<file path="src/rtl/m64_pkg.sv">
// Shared widths, partial-product slice offsets and the golden reference sum
// for the 64x64 multiplier's partial-product combiner.
package m64_pkg;

    localparam int PP_W   = 64;
    localparam int PPS_W  = 256;
    localparam int PROD_W = 128;

    localparam int LL_LSB = 0;
    localparam int LH_LSB = 64;
    localparam int HL_LSB = 128;
    localparam int HH_LSB = 192;

    // Straight 128-bit sum HH<<64 + (LH+HL)<<32 + LL, wrapping modulo 2^128.
    function automatic logic [PROD_W-1:0] pp_ref(input logic [PPS_W-1:0] pps);
        logic [PROD_W-1:0] ll;
        logic [PROD_W-1:0] lh;
        logic [PROD_W-1:0] hl;
        logic [PROD_W-1:0] hh;
        ll = {64'b0, pps[LL_LSB +: PP_W]};
        lh = {64'b0, pps[LH_LSB +: PP_W]};
        hl = {64'b0, pps[HL_LSB +: PP_W]};
        hh = {64'b0, pps[HH_LSB +: PP_W]};
        return (hh << 64) + (lh << 32) + (hl << 32) + ll;
    endfunction

endpackage

</file>
<file path="src/rtl/m64_pipe_reg.sv">
// One valid/ready register slice; accepts whenever empty or draining,
// so a full chain of these sustains one transfer per cycle.
module m64_pipe_reg #(
    parameter int W = 8
) (
    input  logic         clk,
    input  logic         reset,
    input  logic         i_valid,
    output logic         o_ready,
    input  logic [W-1:0] i_data,
    output logic         o_valid,
    input  logic         i_ready,
    output logic [W-1:0] o_data
);

    logic         r_valid;
    logic [W-1:0] r_data;

    assign o_ready = !r_valid || i_ready;
    assign o_valid = r_valid;
    assign o_data  = r_data;

    always_ff @(posedge clk) begin
        if (reset) begin
            r_valid <= 1'b0;
            r_data  <= '0;
        end else if (o_ready) begin
            r_valid <= i_valid;
            if (i_valid) begin
                r_data <= i_data;
            end
        end
    end

endmodule

</file>
<file path="src/rtl/m64_pp_combine.sv">
// Two-stage reduction of four 32x32-derived partial products to the 128-bit
// product, with a pass-through tag and valid/ready on both sides.
module m64_pp_combine
    import m64_pkg::*;
#(
    parameter int TAG_W = 8
) (
    input  logic              clk,
    input  logic              reset,
    input  logic              pp_valid,
    output logic              pp_ready,
    input  logic [PPS_W-1:0]  pp_i,
    input  logic [TAG_W-1:0]  tag_i,
    output logic              p_valid,
    input  logic              p_ready,
    output logic [PROD_W-1:0] p_o,
    output logic [TAG_W-1:0]  tag_o,
    output logic [1:0]        inflight
);

    // Stage-1 word layout: {tag, hh[63:0], mid_hi[32:0], c, lo[63:0]}
    localparam int S1_LO  = 0;
    localparam int S1_C   = 64;
    localparam int S1_MID = 65;
    localparam int S1_HH  = 98;
    localparam int S1_TAG = 162;
    localparam int S1_W   = S1_TAG + TAG_W;
    localparam int S2_W   = PROD_W + TAG_W;

    logic [PP_W-1:0]   w_ll;
    logic [PP_W-1:0]   w_lh;
    logic [PP_W-1:0]   w_hl;
    logic [PP_W-1:0]   w_hh;
    logic [PP_W:0]     w_mid;
    logic [PP_W:0]     w_lo;
    logic [S1_W-1:0]   w_s1_in;
    logic [S1_W-1:0]   w_s1_out;
    logic              w_s1_valid;
    logic              w_s2_ready;
    logic [PP_W-1:0]   w_hi;
    logic [S2_W-1:0]   w_s2_in;
    logic [S2_W-1:0]   w_s2_out;

    assign w_ll = pp_i[LL_LSB +: PP_W];
    assign w_lh = pp_i[LH_LSB +: PP_W];
    assign w_hl = pp_i[HL_LSB +: PP_W];
    assign w_hh = pp_i[HH_LSB +: PP_W];

    assign w_mid   = {1'b0, w_lh} + {1'b0, w_hl};
    assign w_lo    = {1'b0, w_ll} + {1'b0, w_mid[31:0], 32'b0};
    assign w_s1_in = {tag_i, w_hh, w_mid[64:32], w_lo[64], w_lo[63:0]};

    m64_pipe_reg #(.W(S1_W)) u_stage1 (
        .clk     (clk),
        .reset   (reset),
        .i_valid (pp_valid),
        .o_ready (pp_ready),
        .i_data  (w_s1_in),
        .o_valid (w_s1_valid),
        .i_ready (w_s2_ready),
        .o_data  (w_s1_out)
    );

    // Upper half folds the stage-1 low-half carry in with the mid overflow.
    assign w_hi = w_s1_out[S1_HH +: PP_W]
                + {31'b0, w_s1_out[S1_MID +: 33]}
                + {63'b0, w_s1_out[S1_C]};
    assign w_s2_in = {w_s1_out[S1_TAG +: TAG_W], w_hi, w_s1_out[S1_LO +: PP_W]};

    m64_pipe_reg #(.W(S2_W)) u_stage2 (
        .clk     (clk),
        .reset   (reset),
        .i_valid (w_s1_valid),
        .o_ready (w_s2_ready),
        .i_data  (w_s2_in),
        .o_valid (p_valid),
        .i_ready (p_ready),
        .o_data  (w_s2_out)
    );

    assign p_o      = w_s2_out[PROD_W-1:0];
    assign tag_o    = w_s2_out[S2_W-1 -: TAG_W];
    assign inflight = {1'b0, w_s1_valid} + {1'b0, p_valid};

endmodule

</file>
<file path="config.mk">
export PLATFORM = sky130hd
export DESIGN_NAME = m64_pp_combine
export DESIGN_NICKNAME = d
export VERILOG_FILES = /design/src/rtl/m64_pkg.sv /design/src/rtl/m64_pipe_reg.sv /design/src/rtl/m64_pp_combine.sv
export SDC_FILE = /design/constraint.sdc
export NUM_CORES = 1
export LEC_CHECK = 0
export ABC_CLOCK_PERIOD_IN_PS = 6400
export BUFFER_PORTS_ARGS = -buffer_cell sky130_fd_sc_hd__buf_2
export CAP_MARGIN = 30
export CORE_ASPECT_RATIO = 1.1
export CORE_MARGIN = 4
export CORE_UTILIZATION = 50
export CTS_CLUSTER_SIZE = 8
export DETAILED_ROUTE_END_ITERATION = 8
export PLACE_DENSITY = 0.77
export SYNTH_ARGS = -nofsm -noshare
export SYNTH_HDL_FRONTEND = slang
export SYNTH_SLANG_ARGS = --single-unit
</file>
<file path="constraint.sdc">
create_clock -name clk -period 6.4 [get_ports clk]
set_clock_uncertainty 0.15 [all_clocks]
set_input_delay 1.28 -clock clk [delete_from_list [all_inputs] [get_ports clk]]
set_output_delay 1.28 -clock clk [all_outputs]
set_load 0.05 [all_outputs]
</file>
==> results.yml <==
die:
  dieArea_um2: 39000
  rows: 72
  die_w_um: 189
  die_h_um: 207
  start_util_pct: 50.8
  io_pins: 408
  core_um2: 35300
logic_synthesis:
  synth_nets: 2792
  syn-mean-instance-area_um2: 7.51
  yosysSeqAreaShare_pct: 34.4
  ys_ff_latch: 308
  yosys_warnings: 0
  synthDistinctLibCells: 72
  syn_area_um2: 17900
  syn_inst: 2389
  synthFlopType: "dfxtp_1"
  ys_async_sr_fraction_pct: 0
  synth_edf_count: 0
grt:
  grt_pass1_vias: 17000
  grt-ovfl-total: 0
  grtUsageTotal_pct: 25.4
  antenna_found_initial: 2
  grt_pass1_wl_um: 83800
  grt_max_degree: 172
placement:
  routabilityCongestion: 0.963
  dp_hpwl_um: 39600
  io_buffers: 407
  placed_area_um2: 20200
  dp_slack_ns: 0.655
worst_setup_path:
  critical-path-max-stage-delay_ns: 0.39
  r2r_cells: 14
  path_cells: "buf_2 -> ha_1 -> inv_1 -> fa_1 -> nand2b_1 -> a21oi_1 -> nor2_1 -> nor3_1 -> a21oi_1 -> xnor2_1 -> ha_1 -> a21oi_1 -> o21bai_1 -> a21oi_1 -> o21ai_1 -> a221oi_2 -> o21ai_1 -> a311oi_2 -> nor3b_1 -> nor4b_1 -> a211oi_1"
  critPathKind: "in2reg"
  end_kind: "flop"
  slowest_stage: "fa_1"
  path_max_fanout: 5
  crit_path_start_kind: "primary input"
  cp_data_required_time_ns: 6.62
  timing.critical_path.mode_cell: "a21oi_1"
  cp.arrival_ns: 5.54
clock_network:
  numCtsBuffers: 44
  ctsHtreeMaxLevel: 2
  cts.clk_slew.worst_paths_ns: 0.05
  postCtsHoldBufs: 0
  clock_sinks: 308
  cts_tree: "done"
  post_cts_resized: 0
  clk_latency_ns: 0.53
  root_buffer: "clkbuf_16"
  post_cts_buffers: 0
  clockBufferDepth: 3
cells_and_area:
  nNetsFinal: 3122
  layout-drive-gt1-share_pct: 18.0
  layout_common_cells: "nand2_1, buf_2, a21oi_1"
  area_growth_pct: 19.1
  nFillCells: 3287
  utilization_pct: 60.5
  design_area_um2: 21400
  final_common_cell: "nand2_1"
timing:
  hold_viol_final: 0
  fin_crit_sh_pct: 83.1
  worst_slack_ns: 1.08
  grt_setup_unrepaired: "false"
  setup_viol: 0
  slew_violations: 0
  setup_tns_ns: 0
  finalCriticalPeriod_ns: 5.32
  worstMarginPinSlew_ns: 1.04
  fmax_ghz: 0.188
  slew_headroom_pct: 30.9
job:
  maxCapViolations: 0
detailed_routing:
  drt-total-wl_um: 53600
  vias: 18200
  viasPerCell: 5.68
  drt_iter0_markers: 1299
  first_pass_iters: 5
  ant_nets: 0
  wl_per_cell_um: 16.7
  drc_errors: 0
power_and_ir_drop:
  power_density_nw_per_um2: 273
  ir_worst_vdd_mv: 0.182
  p_leak_uw: 0.00941
outcome:
  outcome: "finished, final reports clean"
worst_hold_path:
  hold_depth: 2
  min_path_type: "reg2reg"
[final timing paths]
kind,startpoint,to,slack [ns]
max,pp_i[64],u_stage1.o_data[64],1.08
min,u_stage1.o_data[62],u_stage2.o_data[62],0.29
max reg2reg,u_stage1.o_data[64],u_stage2.o_data[126],2.31
min reg2reg,u_stage1.o_data[62],u_stage2.o_data[62],0.29
[final cells by class]
cell class	count	area (µm²)	share of cell area, %
Clock buffer	46	1130	5.29
Multi-Input combinational cell	1898	11100	51.9
Inverter	49	184	0.861
Tap cell	481	602	2.82
Sequential cell	308	6170	28.9
Antenna cell	2	5.00	0.0234
Timing Repair Buffer	418	2170	10.2
Clock inverter	3	22.5	0.105
[worst max-delay path: cells and delay by family]
| kind | cells | cell delay (ns) |
|---|---|---|
| fa+ha+maj | 3 | 0.93 |
| compound gates | 10 | 2.03 |
| xor+xnor | 1 | 0.16 |
| simple gates | 5 | 0.98 |
| buf+inv | 2 | 0.15 |
[synth_stat cells (8+ instances only)]
cell type	number	area, µm²
xnor2_1	77	674
nor3_1	23	115
o21ai_1	12	60.1
nand2_1	576	2160
a211oi_1	35	263
a21oi_1	405	2030
buf_2	10	50.1
and3_1	19	119
a21o_1	54	405
o21a_1	17	128
nand2b_1	13	81.3
nor2_1	107	402
nand3_1	42	210
o31ai_1	8	60.1
or3_1	9	56.3
inv_1	48	180
o21bai_1	20	150
o21ai_0	116	581
ha_1	131	1640
nor2b_1	16	100
clkbuf_1	107	402
a31oi_1	17	106
o211ai_1	12	90.1
nand4_1	34	213
xor2_1	56	490
dfxtp_1	308	6170
buf_1	11	41.3
[through the flow]
stage | cells | hold WS [ns] | total power, µW
2_1_floorplan | 2389 | 0.280 | 3390
3_3_place_gp | 3153 | 0.285 | 3790
3_5_place_dp | 3154 | 0.291 | 3820
4_1_cts | 3203 | 0.284 | 5860
5_1_grt | 3205 | 0.313 | 6140
6_report | 3205 | 0.293 | 5840
[flip-flops by register name, summed over array words and instances, names as in the netlist]
name,flops
u_stage1.o_valid,1
u_stage1.o_data,170
u_stage2.o_valid,1
u_stage2.o_data,136
[layer usage]
layer  global-route usage (%)  up-vias  part of all wire [%]
met5                        0        -                     0
met4                     10.5        0                   4.0
met3                     3.60      133                   6.4
met2                     41.9      739                    45
met1                     33.9     8352                    44
li1                         -     8991                     -
[power breakdown]
part	leakage, µW	total (µW)	internal, µW	switching (µW)
registers	0.00253	2160	2070	88.4
clock network	0.000569	2020	1230	786
logic	0.00632	1670	618	1050
total	0.00941	5840	3920	1920
[cell families after synthesis]
| family | count (synthesis) | share of synthesized area (%) |
|---|---|---|
| and+or+nand+nor | 874 | 20.8 |
| AOI/OAI and AO/OA | 754 | 24.6 |
| DFF | 308 | 34.4 |
| buffers and inverters | 183 | 3.99 |
| adders and majority gates | 135 | 9.58 |
| xor gates and xnor gates | 133 | 6.49 |
| muxes | 2 | 0.112 |
Note: power is estimated with default switching activity, not from simulation.
